## config.mk

```make
export PLATFORM = sky130hd
export DESIGN_NAME = decode_nw
export DESIGN_NICKNAME = d
export VERILOG_FILES = /design/src/rtl/decode_nw.sv
export SDC_FILE = /design/constraint.sdc
export NUM_CORES = 1
export LEC_CHECK = 0
export ABC_CLOCK_PERIOD_IN_PS = 7800
export CAP_MARGIN = 20
export CORE_AREA = 3 3 240 242
export CTS_CLUSTER_DIAMETER = 40
export DETAILED_ROUTE_END_ITERATION = 8
export DIE_AREA = 0 0 243 245
export GPL_TIMING_DRIVEN = 0
export HOLD_SLACK_MARGIN = 0.06
export PLACE_DENSITY = 0.54
export SYNTH_ARGS = -nofsm -noshare
export SYNTH_HDL_FRONTEND = slang
export SYNTH_SLANG_ARGS = --single-unit
```

## constraint.sdc

```tcl
create_clock -name clk -period 7.8 [get_ports clk]
set_clock_uncertainty 0.05 [all_clocks]
set_input_delay 1.17 -clock clk [delete_from_list [all_inputs] [get_ports clk]]
set_output_delay 1.17 -clock clk [all_outputs]
set_load 0.005 [all_outputs]
```

## src/rtl/decode_nw.sv

```systemverilog
// Decode stage: WIDTH-lane static decode, registered output bundle and branch-queue credit/tail tracking.
// Optional early redirect of mispredicted direct branches is enabled by defining DECODE_EARLY_REDIRECT_EN.
package decode_nw_pkg;
    typedef logic [31:0] pc_t;
    localparam int BQID_W = 8;

    typedef struct packed {
        logic taken;
        pc_t  pcnext;
    } bp_t;

    typedef struct packed {
        pc_t         pc;
        logic [31:0] data;
        bp_t         bp;
    } fetch_data_t;

    typedef enum logic [1:0] {FU_NONE, FU_ALU, FU_CTRL, FU_LSU} fu_t;

    typedef enum logic [4:0] {
        OP_NOP, OP_ADD, OP_SUB, OP_SLL, OP_SLT, OP_SLTU, OP_XOR, OP_SRL, OP_SRA,
        OP_OR, OP_AND, OP_LUI, OP_AUIPC, OP_JAL, OP_JALR, OP_BEQ, OP_BNE,
        OP_BLT, OP_BGE, OP_BLTU, OP_BGEU, OP_LOAD, OP_STORE
    } op_t;

    typedef struct packed {
        logic        valid;
        fu_t         fu;
        op_t         op;
        logic [4:0]  rd;
        logic [4:0]  rs1;
        logic [4:0]  rs2;
        logic [31:0] imm;
    } si_t;

    typedef struct packed {
        pc_t              pc;
        si_t              si;
        bp_t              bp;
        logic [BQID_W-1:0] bqid;
    } di_t;
endpackage

module static_decoder
    import decode_nw_pkg::*;
(
    input  logic [31:0] i_instr,
    output si_t         o_si
);
    logic [6:0]  w_opc;
    logic [2:0]  w_f3;
    logic [6:0]  w_f7;
    logic [31:0] w_imm_i;
    logic [31:0] w_imm_s;
    logic [31:0] w_imm_b;
    logic [31:0] w_imm_u;
    logic [31:0] w_imm_j;

    assign w_opc   = i_instr[6:0];
    assign w_f3    = i_instr[14:12];
    assign w_f7    = i_instr[31:25];
    assign w_imm_i = {{20{i_instr[31]}}, i_instr[31:20]};
    assign w_imm_s = {{20{i_instr[31]}}, i_instr[31:25], i_instr[11:7]};
    assign w_imm_b = {{19{i_instr[31]}}, i_instr[31], i_instr[7], i_instr[30:25], i_instr[11:8], 1'b0};
    assign w_imm_u = {i_instr[31:12], 12'b0};
    assign w_imm_j = {{11{i_instr[31]}}, i_instr[31], i_instr[19:12], i_instr[20], i_instr[30:21], 1'b0};

    always_comb begin
        o_si     = '0;
        o_si.rd  = i_instr[11:7];
        o_si.rs1 = i_instr[19:15];
        o_si.rs2 = i_instr[24:20];
        case (w_opc)
            7'b0110011: begin
                o_si.valid = 1'b1;
                o_si.fu    = FU_ALU;
                case ({w_f7, w_f3})
                    10'b0000000_000: o_si.op = OP_ADD;
                    10'b0100000_000: o_si.op = OP_SUB;
                    10'b0000000_001: o_si.op = OP_SLL;
                    10'b0000000_010: o_si.op = OP_SLT;
                    10'b0000000_011: o_si.op = OP_SLTU;
                    10'b0000000_100: o_si.op = OP_XOR;
                    10'b0000000_101: o_si.op = OP_SRL;
                    10'b0100000_101: o_si.op = OP_SRA;
                    10'b0000000_110: o_si.op = OP_OR;
                    10'b0000000_111: o_si.op = OP_AND;
                    default:         o_si.valid = 1'b0;
                endcase
            end
            7'b0010011: begin
                o_si.valid = 1'b1;
                o_si.fu    = FU_ALU;
                o_si.rs2   = '0;
                o_si.imm   = w_imm_i;
                case (w_f3)
                    3'b000: o_si.op = OP_ADD;
                    3'b010: o_si.op = OP_SLT;
                    3'b011: o_si.op = OP_SLTU;
                    3'b100: o_si.op = OP_XOR;
                    3'b110: o_si.op = OP_OR;
                    3'b111: o_si.op = OP_AND;
                    3'b001: begin
                        o_si.op    = OP_SLL;
                        o_si.valid = (w_f7 == 7'b0000000);
                    end
                    default: begin
                        o_si.op    = (w_f7[5]) ? OP_SRA : OP_SRL;
                        o_si.valid = (w_f7 == 7'b0000000) || (w_f7 == 7'b0100000);
                    end
                endcase
            end
            7'b0110111: begin
                o_si.valid = 1'b1;
                o_si.fu    = FU_ALU;
                o_si.op    = OP_LUI;
                o_si.imm   = w_imm_u;
            end
            7'b0010111: begin
                o_si.valid = 1'b1;
                o_si.fu    = FU_ALU;
                o_si.op    = OP_AUIPC;
                o_si.imm   = w_imm_u;
            end
            7'b1101111: begin
                o_si.valid = 1'b1;
                o_si.fu    = FU_CTRL;
                o_si.op    = OP_JAL;
                o_si.imm   = w_imm_j;
            end
            7'b1100111: begin
                o_si.valid = (w_f3 == 3'b000);
                o_si.fu    = FU_CTRL;
                o_si.op    = OP_JALR;
                o_si.imm   = w_imm_i;
            end
            7'b1100011: begin
                o_si.valid = 1'b1;
                o_si.fu    = FU_CTRL;
                o_si.rd    = '0;
                o_si.imm   = w_imm_b;
                case (w_f3)
                    3'b000:  o_si.op = OP_BEQ;
                    3'b001:  o_si.op = OP_BNE;
                    3'b100:  o_si.op = OP_BLT;
                    3'b101:  o_si.op = OP_BGE;
                    3'b110:  o_si.op = OP_BLTU;
                    3'b111:  o_si.op = OP_BGEU;
                    default: o_si.valid = 1'b0;
                endcase
            end
            7'b0000011: begin
                o_si.valid = (w_f3 != 3'b011) && (w_f3 != 3'b110) && (w_f3 != 3'b111);
                o_si.fu    = FU_LSU;
                o_si.op    = OP_LOAD;
                o_si.imm   = w_imm_i;
            end
            7'b0100011: begin
                o_si.valid = (w_f3 == 3'b000) || (w_f3 == 3'b001) || (w_f3 == 3'b010);
                o_si.fu    = FU_LSU;
                o_si.op    = OP_STORE;
                o_si.rd    = '0;
                o_si.imm   = w_imm_s;
            end
            7'b0001111: begin
                o_si.valid = 1'b1;
                o_si.fu    = FU_ALU;
                o_si.op    = OP_NOP;
            end
            default: o_si.valid = 1'b0;
        endcase
    end
endmodule

// State | meaning
// RUN   | decode and accept bundles normally
// DROP  | discard fetch until lane-0 pc matches the latched redirect target
module decode_nw
    import decode_nw_pkg::*;
#(
    parameter int WIDTH    = 2,
    parameter int BQ_DEPTH = 8
) (
    input  logic                            clk,
    input  logic                            rstn,
    input  logic                            flush_i,
    input  fetch_data_t [WIDTH-1:0]         in_i,
    input  logic [WIDTH-1:0]                in_i_valid,
    output logic                            in_i_ready,
    output di_t [WIDTH-1:0]                 di_o,
    output logic [WIDTH-1:0]                di_o_valid,
    input  logic                            di_o_ready,
    output logic [WIDTH-1:0]                bq_push_valid_o,
    output pc_t [WIDTH-1:0]                 bq_push_pc_o,
    output bp_t [WIDTH-1:0]                 bq_push_bp_o,
    input  logic [$clog2(BQ_DEPTH+1)-1:0]   bq_release_i,
    output logic                            redirect_valid_o,
    output pc_t                             redirect_pc_o
);
    localparam int CW = $clog2(BQ_DEPTH + 1);
    localparam int TW = $clog2(BQ_DEPTH);
    localparam int SW = CW + 2;

    typedef enum logic {RUN, DROP} state_t;

    state_t                 r_state;
    logic [CW-1:0]          r_credits;
    logic [TW-1:0]          r_tail;
    di_t [WIDTH-1:0]        r_di;
    logic [WIDTH-1:0]       r_out_valid;
    logic                   r_redir_valid;
    pc_t                    r_redir_pc;

    si_t [WIDTH-1:0]        w_si;
    logic [WIDTH-1:0]       w_branch;
    logic [WIDTH-1:0]       w_keep;
    logic [WIDTH-1:0]       w_push;
    logic [WIDTH-1:0][TW-1:0] w_bqid;
    logic [CW-1:0]          w_need;
    logic [CW-1:0]          w_credit_next;
    logic [SW-1:0]          w_credit_sum;
    logic                   w_any_flag;
    pc_t                    w_flag_target;
    logic                   w_out_free;
    logic                   w_match;
    logic                   w_accept;
    logic                   w_discard;

    for (genvar gi = 0; gi < WIDTH; gi++) begin : g_lane
        static_decoder u_dec (
            .i_instr (in_i[gi].data),
            .o_si    (w_si[gi])
        );
        assign w_branch[gi]     = (w_si[gi].fu == FU_CTRL);
        assign bq_push_pc_o[gi] = in_i[gi].pc;
        assign bq_push_bp_o[gi] = in_i[gi].bp;
    end

`ifdef DECODE_EARLY_REDIRECT_EN
    logic [WIDTH-1:0] w_flag;
    pc_t [WIDTH-1:0]  w_target;

    for (genvar gi = 0; gi < WIDTH; gi++) begin : g_flag
        assign w_target[gi] = in_i[gi].pc + w_si[gi].imm;
        assign w_flag[gi]   = in_i_valid[gi]
                            && (w_si[gi].op inside {OP_BLT, OP_BLTU, OP_BGE, OP_BGEU, OP_BEQ, OP_BNE, OP_JAL})
                            && in_i[gi].bp.taken
                            && (in_i[gi].bp.pcnext != w_target[gi]);
    end

    // Lanes after the first mispredicted direct branch are on the wrong path.
    always_comb begin
        w_keep        = '0;
        w_any_flag    = 1'b0;
        w_flag_target = '0;
        for (int i = 0; i < WIDTH; i++) begin
            if (!w_any_flag) begin
                w_keep[i] = in_i_valid[i];
                if (w_flag[i]) begin
                    w_any_flag    = 1'b1;
                    w_flag_target = w_target[i];
                end
            end
        end
    end
`else
    assign w_keep        = in_i_valid;
    assign w_any_flag    = 1'b0;
    assign w_flag_target = '0;
`endif

    always_comb begin
        w_need = '0;
        w_bqid = '0;
        for (int i = 0; i < WIDTH; i++) begin
            w_bqid[i] = r_tail + TW'(w_need);
            if (w_keep[i] && w_branch[i]) begin
                w_need = w_need + 1'b1;
            end
        end
    end

    assign w_out_free = (r_out_valid == '0) || di_o_ready;
    assign w_match    = in_i_valid[0] && (in_i[0].pc == r_redir_pc);
    assign w_accept   = !flush_i && in_i_valid[0] && ((r_state == RUN) || w_match)
                        && w_out_free && (r_credits >= w_need);
    assign w_discard  = !flush_i && (r_state == DROP) && !w_match;
    assign w_push     = {WIDTH{w_accept}} & w_keep & w_branch;

    always_comb begin
        w_credit_sum = SW'(r_credits) + SW'(bq_release_i);
        if (w_accept) begin
            w_credit_sum = w_credit_sum - SW'(w_need);
        end
        w_credit_next = (w_credit_sum > SW'(BQ_DEPTH)) ? CW'(BQ_DEPTH) : w_credit_sum[CW-1:0];
    end

    always_ff @(posedge clk or negedge rstn) begin
        if (!rstn) begin
            r_state       <= RUN;
            r_credits     <= CW'(BQ_DEPTH);
            r_tail        <= '0;
            r_di          <= '0;
            r_out_valid   <= '0;
            r_redir_valid <= 1'b0;
            r_redir_pc    <= '0;
        end else if (flush_i) begin
            r_state       <= RUN;
            r_credits     <= CW'(BQ_DEPTH);
            r_tail        <= '0;
            r_out_valid   <= '0;
            r_redir_valid <= 1'b0;
        end else begin
            r_credits     <= w_credit_next;
            r_redir_valid <= w_accept && w_any_flag;
            if (w_accept) begin
                r_tail      <= r_tail + TW'(w_need);
                r_out_valid <= w_keep;
                for (int i = 0; i < WIDTH; i++) begin
                    r_di[i].pc   <= in_i[i].pc;
                    r_di[i].si   <= w_si[i];
                    r_di[i].bp   <= in_i[i].bp;
                    r_di[i].bqid <= BQID_W'(w_bqid[i]);
                end
                if (w_any_flag) begin
                    r_state    <= DROP;
                    r_redir_pc <= w_flag_target;
                end else begin
                    r_state    <= RUN;
                end
            end else if (di_o_ready) begin
                r_out_valid <= '0;
            end
        end
    end

    // Combinational handshakes are forced low while reset is asserted.
    assign in_i_ready       = rstn && (w_accept || w_discard);
    assign bq_push_valid_o  = {WIDTH{rstn}} & w_push;
    assign di_o             = r_di;
    assign di_o_valid       = r_out_valid;
    assign redirect_valid_o = r_redir_valid;
    assign redirect_pc_o    = r_redir_valid ? r_redir_pc : '0;

    a_contig_valid: assert property (@(posedge clk) disable iff (!rstn)
        ((in_i_valid & (in_i_valid + 1'b1)) == '0));

    a_credit_range: assert property (@(posedge clk) disable iff (!rstn)
        !flush_i |-> (w_credit_sum <= SW'(BQ_DEPTH)));

    for (genvar gi = 0; gi < WIDTH; gi++) begin : g_chk
        a_out_si_valid: assert property (@(posedge clk) disable iff (!rstn)
            r_out_valid[gi] |-> r_di[gi].si.valid);
    end
endmodule

```

; ---- Yosys cells after proc, flatten, opt, wreduce, memory -nomap -nowiden
; Index checks and enable logic that the tools add are counted.
[totals]
register_bits = 256
in_bits = 204
out_inout_bits = 424
[op_classes]
addsub = 5
order_cmp = 2
n_eq_ne = 62
muxes = 36
bitwise = 5
reduce_logical = 50
[op_table]
columns = cell, n
row1 = $pmux 32 s5, 2
row2 = $pmux 7 s10, 2
row3 = $eq 10x3->1 const B, 8
row4 = $pmux 4 s10, 2
row5 = $pmux 5 s7, 2
row6 = $pmux 5 s6, 2
row7 = $eq 7x6->1 const B, 8
row8 = $eq 7x7->1 const B, 6
row9 = $eq 10x2->1 const B, 4
row10 = $eq 10x9->1 const B, 4
row11 = $logic_not 32->1, 1
row12 = $eq 7x5->1 const B, 4
row13 = $eq 3x3->1 const B, 8
row14 = $reduce_or 6->1, 4
row15 = $eq 10x1->1 const B, 2
row16 = $logic_not 10->1, 2
row17 = $mux 4, 5
row18 = $mux 5, 4
row19 = $reduce_or 10->1, 2
row20 = $eq 7x2->1 const B, 2
row21 = $eq 7x4->1 const B, 2
row22 = $logic_and 1x1->1, 14
row23 = $logic_not 7->1, 2
row24 = $pmux 1 s7, 2
row25 = other kinds (28), 66

; ---- Logic depth before layout (Yosys ltp)
; Gate-level depths: netlist (run 1).
[depth]
ltp_word = 14
mapped_depth = 15

; ---- By module
; From an unflattened synthesis (run 1), not the netlist that was laid out.
[unflattened]
hier_cells = 1104
area_unflattened_um2 = 13402.9
[modules_own_cells]
columns = mod, instances, cells_each, area_per_inst_um2, seq_area_each_um2
row1 = decode_nw, 1, 778, 11245.8, 6382.4
row2 = static_decoder, 2, 163, 1078.5, 0.0

; ---- Least setup slack after synthesis (run 1)
; No wires, ideal clock.
[synth_timing]
path_type = input to output
from = in in_i[134] (netlist bit)
to = out bq_push_valid_o[1]
t_arrival_ns = 3.897
required_ns = 6.580
setup_slack_ns = 2.683
path_stages = 13
cell_sequence = buf_2 > nand2b_1 > a21oi_1 > a2111o_1 > and3_1 > ha_1 > ha_1 > nand2b_4 > a2111oi_4 > nor2_2 > buf_2 > and2_1 > and2_1
[synth_between]
elab_chain_cells = 10
word_cells_on_any_way = 19
[synth_rtl]
columns = element, line_no
row1 = from (decl), 187  ; input fetch_data_t [WIDTH-1:0] in_i,
row2 = $eq 7x4->1 (tied with other cells), 73  ; case (w_opc)
row3 = $pmux 7 s10 (*), 73
row4 = $eq 2x2->1 (*), 234  ; assign w_branch[gi] = (w_si[gi].fu == FU_CTRL);
row5 = $logic_and 1x1->1, 277  ; if (w_keep[i] && w_branch[i]) begin
row6 = $mux 4, 277
row7 = $ge 4x4->1, 286  ; && w_out_free && (r_credits >= w_need);
row8 = $logic_and 1x1->1, 286
row9 = $and 2x2->2, 288  ; assign w_push = {WIDTH{w_accept}} & w_keep & w_branch;
row10 = $and 2x2->2 (*), 288
row11 = $and 2x2->2 (*), 339  ; assign bq_push_valid_o = {WIDTH{rstn}} & w_push;
row12 = to (decl), 193  ; output logic [WIDTH-1:0] bq_push_valid_o,
; Mark *: on every way between the ends. The rest lies on a longest branch, timed or not.

; ---- Worst setup path after layout (run 1)
[layout_timing]
from = in in_i[132] (netlist bit)
to = out bq_push_valid_o[0]
[layout_between]
elab_chain_cells = 10
word_cells_on_any_way = 19
[layout_rtl]
columns = element, line_no
row1 = $eq 7x4->1 (tied with other cells), 73
row2 = $pmux 7 s10 (*), 73
row3 = $eq 2x2->1 (*), 234
row4 = $logic_and 1x1->1 (*), 277
row5 = $mux 4 (*), 277
row6 = $ge 4x4->1 (*), 286
row7 = $logic_and 1x1->1 (*), 286
row8 = $and 2x2->2 (*) (2 in a row), 288
row9 = $and 2x2->2 (*), 339
; Marks and branches as above.

==> results.txt, run 1 <==
- Fill cells in the final layout number 5683.
- Initial antenna violation count: 3
- Worst skew pair latency: between 500 and 600 ps
* Overall Power: between 0.005 and 0.006 W
- Number of enable-type register cells in the synthesized netlist: 0
* Netlist Area Pre-Place: around 0.013 mm²
- Minimum clock period: 7197 ps
- Setup crit end kind: output port
- After floorplanning, the core was divided into between 80 and 90 placement rows.
* Remaining DRCs: 0
- 628 I/O pins were placed.
- The floorplan step set the die width to approximately 240 µm.
- Multi-input logic area: around 0.0052 mm²
- For this run, the total global-route usage over all layers was measured as 0.1857.
- Number of H-tree levels: 2
- For this design the ratio of total power to cell area is about 230 mW/mm².
- Detail-routed via count per cell: 4.363
- In the finished design, the share of the clock period the worst path needs comes to 0.9227.
- Worst Tran Pin Value: around 900 ps
- The core region is about 0.055 mm².
- Avg Inst Size Synth: ~8.5 µm²
- Once detailed placement completed, the half-perimeter wirelength came to around 46000 µm.
- Hold Crit Class: register to register
- Max-cap violations in this run came to 0.
- Of the cells placed in the final design, the portion with a size suffix greater than 1 is 0.1451.
- Sink count of the clock tree: between 200 and 300
- Maximum ir drop on the vdd rail: about 150 µV
* Grt ovf: 0
- Global-route wire length before repair: about 85000 µm
* Total via count after detailed routing: around 13000
- Of the synthesized area, sequential elements account for 0.4849.
* Synth-to-layout area growth: 67.00%
- Total placed cells including tap cells: slightly below 3000
- Number of nets in the finished design: around 2400
- Slowest-stage cell, CP: sky130_fd_sc_hd__clkbuf_1
* Antenna violation net count after detailed routing: 0
- Synthesis instantiated 75 different standard cells from the library.
* Critical path data required time: between 6000 and 7000 ps
* TritonCTS Buffers: 52
- Sequential cell area: around 0.0064 mm²
* Arrival @ worst endpoint: 5980 ps
- TritonCTS clock tree: yes
* Number of gates resized after CTS: 0
* Vias in the first global route: around 13000
- Number of setup violations in the final report: 0
- The routed design has 57630 µm of wire.
- For this design the static power due to leakage is 10.17 nW.
- Critical Path Fanout Max: 10
- Buf/Inv on CP: 6
* Post-route non-filler standard cell count: 3009
- The worst setup path is launched from an input port.
* IO Port Bufs: around 580
- The Yosys step of the flow raised 0 warnings.
- Clk root buf: sky130_fd_sc_hd__clkbuf_16
* Drt first-iter violations: 731
- The max-slew violation total from the final report was 0.
- The largest single stage delay on the critical path is roughly 730 ps.
- The first TritonRoute pass finished after 5 iterations.
- Floorplan die height: 245 µm
- In this run, synthesis produced a sequential element count of roughly 260.
- Maximum number of pins on one net before global-route repair: 106
- Setup repair after global routing missed its margin: false
* Number of post-CTS setup repair buffers: 0
* Initial cell density of the core: 0.2380
- Hold Vio Cnt, Final: 0
* Critical path type: input port to output port
- Die area: 0.05954 mm²
- Status: completed
- The worst pin sits at a relative slew slack of 0.4004.
- Drt wl/cell: about 19 µm
- Counting every instance in the synthesized netlist gives 1542.
- For this design, the CTS-stage hold fixing added 0 buffers.
* RePlAce Congestion: around 0.87
* Clock-pin slew on the worst setup and hold paths: ~50 ps
- On the critical path the largest part of the delay comes from buffers and inverters.
- Derived from the worst setup path, the maximum achievable clock frequency is roughly 140 MHz.
- Traced cell by cell, the critical path runs through clkdlybuf4s50_1, clkbuf_1, o21ai_0, nor4b_1, buf_2, and3_1, ha_1, inv_1, ha_1, a2111oi_4, nor2_2, clkbuf_1, and3_1, clkdlybuf4s50_1.
- Fraction of synthesis flops using an asynchronous set or reset pin: 1.000
* Bufs on Longest Clock Path: 3
- Primary flip-flop cell chosen by synthesis mapping: sky130_fd_sc_hd__dfrtp_1
[cells by family (layout without fill, tap and decap cells)]
kind of cell | Yosys count | after routing | share of synthesized area
simple gates | 800 | 800 | 0.2584
buf+inv | 276 | 952 | 0.1333
flops | 255 | 255 | 0.4849
compound gates | 178 | 178 | 0.09440
fa+ha+maj | 15 | 15 | 0.01597
xor+xnor | 14 | 14 | 0.01046
mux | 3 | 3 | 0.002282
other cells | 1 | 44 | 0.0002849
[placed cells by master (no fill, tap or decap), drive strengths merged, types with 12 or more instances in the layout]
cell,count
nor2,59
inv,17
ha,12
a21oi,45
a22oi,13
o21ai,36
clkbuf,106
clkinv,15
clkdlybuf4s50,577
nand2,586
nor3,13
nand3,62
buf,222
conb,43
dfrtp,254
[Yosys cell counts (all sizes together) (3+ instances only)]
library cell | instances | area (µm²)
o22ai | 4 | 31.28
a211oi | 11 | 82.58
a21oi | 45 | 229.0
or2 | 4 | 25.03
a21o | 7 | 52.55
and3b | 4 | 35.03
inv | 13 | 48.80
dfrtp | 254 | 6356
and3 | 5 | 31.28
a22oi | 13 | 97.59
nor3 | 13 | 65.06
xnor2 | 6 | 52.55
a221oi | 8 | 70.07
nand2 | 586 | 2200
nand2b | 11 | 76.32
nor4 | 5 | 37.53
o41ai | 3 | 33.79
nand3b | 7 | 52.55
nand4 | 10 | 62.56
a22o | 11 | 96.34
o221a | 3 | 33.78
nor3b | 7 | 52.55
or4 | 3 | 22.52
mux2i | 3 | 30.03
ha | 12 | 150.1
buf | 215 | 1524
a31oi | 4 | 25.02
fa | 3 | 60.06
nand3 | 62 | 310.3
clkbuf | 48 | 181.4
nor2b | 6 | 37.54
a2111oi | 4 | 53.81
and2 | 5 | 31.28
nor2 | 59 | 224.0
xor2 | 7 | 61.31
nor4b | 3 | 26.28
o32a | 3 | 30.03
o31ai | 3 | 22.52
or3b | 3 | 26.28
o21ai | 36 | 180.2
nand4bb | 3 | 50.05
a32oi | 5 | 43.79
[flip-flops by register name, indices dropped and copies added, names as in the netlist]
signal      flops
r_credits       4
di_o          246
di_o_valid      2
r_tail          3
[worst min-delay path, stage by stage, from the launching register on]
cell and delay (ps):
sky130_fd_sc_hd__dfrtp_1 340, sky130_fd_sc_hd__nand2_1 50, sky130_fd_sc_hd__nand2_1 50
[area by class of cell]
class | count | share of cell area
multi-input cells | 1053 | 0.2358
clock buffers | 58 | 0.06205
plain buffers | 263 | 0.07759
well taps | 748 | 0.04258
clock inverters | 34 | 0.02140
diodes | 1 | 0.0001138
inverters | 13 | 0.002220
flip-flops and latches | 255 | 0.2904
repair buffers | 584 | 0.2679
[layer usage]
layer  GRT usage  vias up  wire length (µm)
met3     0.04381       78              3824
met1      0.2356     6349             24360
met5           0        -                13
met2      0.3169      467             28290
li1            -     6233                 -
met4     0.05062        2              1138
[path summary, 6_finish.rpt]
kind / startpoint / endpoint / slack (ps) / cells after the start
worst min-delay path: di_o[215] / di_o[215] / 420 / 2
worst max register to register: r_credits[0] / di_o[72] / 4890 / 10
min in group asynchronous: rstn / di_o[136] / 490 / 1
worst max-delay path: in_i[132] / bq_push_valid_o[0] / 600 / 14
worst min register to register: di_o[215] / di_o[215] / 420 / 2
max in group asynchronous: rstn / di_o[181] / 6240 / 2
[through the flow]
| step | setup TNS [ps] | hold WS [ps] | instance area (µm²) | setup WS [ps] | utilization |
|---|---|---|---|---|---|
| after CTS | 0 | 420.9 | 21950 | 545.1 | 0.3970 |
| after detailed placement | 0 | 408.5 | 20120 | 577.9 | 0.3638 |
| after floorplan | 0 | 412.8 | 13320 | 2683 | - |
| after global placement | -1641590 | 401.4 | 20040 | -6433 | 0.3623 |
| after global routing | 0 | 434.6 | 21980 | 342.8 | 0.3974 |
| final | 0 | 416.1 | 21980 | 603.1 | 0.3974 |
[where the power goes]
group          switching, W  leakage [nW]  total, W  internal [W]
sequential         0.000100          3.26   0.00161       0.00151
clock              0.000777         0.886   0.00233       0.00156
combinational      0.000484          6.03   0.00112      0.000631
total               0.00136          10.2   0.00506       0.00370
Note: power is estimated with default switching activity, not from simulation.
==> run 2, diff against run 1 <==
- CORE_AREA: 3 3 240 242 -> 2 2 246 248
- DIE_AREA: 0 0 243 245 -> 0 0 248 250
- PLACE_DENSITY: 0.54 -> 0.52
==> run 2 against run 1 <==
Effect of this change:
- first-iteration DRC count grew 20%
- worst setup slack got worse by 160 ps
- die area increased by 4.1%
- largest power group unchanged
- largest cell class unchanged
- wire length rose by 2.0%
- critical endpoint unchanged
- worst hold slack got worse by 4.1 ps
- via count is 1.4% higher
- utilization down 2.5 points
==> results.txt, run 2 (same netlist as run 1, synthesis figures left out) <==
* Flip-flop count of the largest register, all copies and words added: approximately 250
- Floorplan die height: around 250 µm
- Total Routed Length: 58810 µm
* Antenna violation net count after detailed routing: 0
* Clk root buf: sky130_fd_sc_hd__clkbuf_16
- Critical Path Fanout Max: 10
- Post-CTS timing repair inserted 0 buffers for setup.
- In the routed layout, each cell is associated on average with a via count of about 4.4.
- Filler cell count in the final layout: between 6000 and 7000
* Number of nets in the finished design: between 2000 and 2500
- Most frequent cells in the layout: 586 x sky130_fd_sc_hd__nand2_1, 577 x sky130_fd_sc_hd__clkdlybuf4s50_1, 254 x sky130_fd_sc_hd__dfrtp_1
- The worst hold path belongs to the class register to register.
* Initial cell density of the core: 0.2209
- The worst register-to-register path has a depth of 9.
- The die covers 0.06200 mm².
* Worst Tran Pin Value: 988.9 ps
- The floorplan step defined a core boundary enclosing about 0.060 mm².
* Areal power density over the cells: about 240 mW/mm²
- VDD sags by at most roughly 150 µV.
- After detailed routing, the average wire length per cell comes to 19.26 µm.
- Number of setup violations in the final report: 0
- Commonest non-fill, non-tap cell in the layout: sky130_fd_sc_hd__nand2_1
* Standard-cell rows: 90
- Post-route non-filler standard cell count: 3054
* TritonCTS Buffers: 54
- For the worst-skew pair, the clock arrives at the later sink with an insertion delay of 570 ps.
* RePlAce Congestion: roughly 0.88
* Hold Vio Cnt, Final: 0
* Hold buffer count at CTS: 0
* Multi-input logic area: around 0.0052 mm²
- The run finished with clean final reports.
* Arrival @ worst endpoint: around 6000 ps
- Pin placement for this block handled approximately 630 I/O pins.
- For this run, the detailed router's first-pass iteration total came to 5.
* Number of maximum-capacitance constraint violations: 0
- CTS built an H-tree with a depth of 2.
- The number of antenna violations at the first check in global routing came to 3.
* Critical path data required time: 6580 ps
- Across all layers, the routed design uses approximately 13000 vias.
* Setup crit end kind: output port
- Minimum setup slack among reg-to-reg paths: 4670 ps
- Width of the die: ~250 µm
* Sequential cell area: about 0.0064 mm²
- Across every metal layer, demand over resource in global routing totals 0.1828.
- The critical path is of the input port to output port type.
- Measured against its own limit, the worst slew margin works out to 0.3407.
- In this run the critical register-to-register path is captured at di_o[167].
- Launching element type of the critical path: input port
- Bufs on Longest Clock Path: 3
- Worst reg2reg startpoint: r_credits[0]
- Detailed-placement wirelength estimate: about 46000 µm
- Minimum clock period: 7352 ps
- In this run, the number of DRC markers left after iteration 0 of detailed routing was between 800 and 900.
- Synth-to-layout area growth: 68.37%
- The max-slew violation total from the final report is 0.
- Share of final-layout standard cells stronger than drive strength 1: 0.1450
* Total placed cells including tap cells: a little under 3000
* Setup TNS: 0 ps
* Clock-pin slew on the worst setup and hold paths: around 50 ps
- TritonCTS built the clock tree.
* IO Port Bufs: ~580
- On the final layout, the worst hold slack is approximately 410 ps.
- Setup repair after global routing missed its margin: false
* Vias in the first global route: roughly 13000
* Maximum number of pins on one net before global-route repair: around 110
* Final standard cell utilization of the core: 0.3720
- Based on the critical path, the design can be clocked at up to between 100 and 150 MHz.
- Grt ovf: 0
* Post-route fraction of the period consumed by the critical path: 0.9426
- Launching instance or port of the critical path: in_i[132]
- Reported leakage power: ~10 nW
- For this design, the sink count on the clock tree is approximately 260.
- In the routed design, unresolved DRC markers number 0.
- Termination of the worst setup path: bq_push_valid_o[0]
- Once the clock tree was built, the resizer swapped 0 gates to a different size.
- Global-route wire length before repair: about 85000 µm
==> run 2: per-layer routing <==
metal  track usage  share of wire  vias up
met5             0        0.00014        -
met4       0.05971          0.028        2
met1        0.2361           0.43     6488
li1              -              -     6246
met2        0.2998           0.47      473
met3       0.04172          0.072      107
==> run 2: worst min path at each step <==
stage                    from        end  slack (ps)  cells past startpoint
finish              di_o[205]  di_o[205]         410                      2
global route        di_o[244]  di_o[244]         430                      2
detailed placement  di_o[174]  di_o[174]         410                      2
floorplan           di_o[174]  di_o[174]         410                      2
global placement    di_o[202]  di_o[202]         400                      2
CTS                 di_o[205]  di_o[205]         420                      2
==> run 2: worst max-delay path, stage by stage <==
cell and delay, ps:
sky130_fd_sc_hd__clkdlybuf4s50_1 530, sky130_fd_sc_hd__clkbuf_1 290, sky130_fd_sc_hd__o21ai_0 200, sky130_fd_sc_hd__nor4b_1 570, sky130_fd_sc_hd__buf_2 280, sky130_fd_sc_hd__and3_1 210
sky130_fd_sc_hd__ha_1 270, sky130_fd_sc_hd__inv_1 110, sky130_fd_sc_hd__ha_1 320, sky130_fd_sc_hd__a2111oi_4 110, sky130_fd_sc_hd__nor2_2 480, sky130_fd_sc_hd__clkbuf_1 780
sky130_fd_sc_hd__and3_1 280, sky130_fd_sc_hd__clkdlybuf4s50_1 530
==> run 2: cell type report <==
class                      instances  area share
clock buffer                      71     0.06753
sequential                       255      0.2880
multi-input combinational       1053      0.2339
inverter                          13    0.002202
antenna                            3   0.0003388
buffer                           263     0.07696
timing repair buffer             583      0.2649
clock inverter                    31     0.02208
tap                              782     0.04415
==> run 2: report_power, final <==
group | switching (W) | leakage (nW) | total, W | internal, W
sequential | 0.000102 | 3.26 | 0.00161 | 0.00151
clock | 0.000797 | 0.972 | 0.00251 | 0.00172
combinational | 0.000489 | 6.02 | 0.00112 | 0.000630
==> run 2: metrics by stage <==
stage | instance area [µm²] | power, W | setup slack, ps
after global placement | 20080 | 0.002742 | -6428
after detailed placement | 20160 | 0.002759 | 418.3
final | 22160 | 0.005240 | 448.0
after CTS | 22150 | 0.005324 | 390.5
after floorplan | 13320 | 0.001997 | 2683
after global routing | 22160 | 0.005484 | 155.2
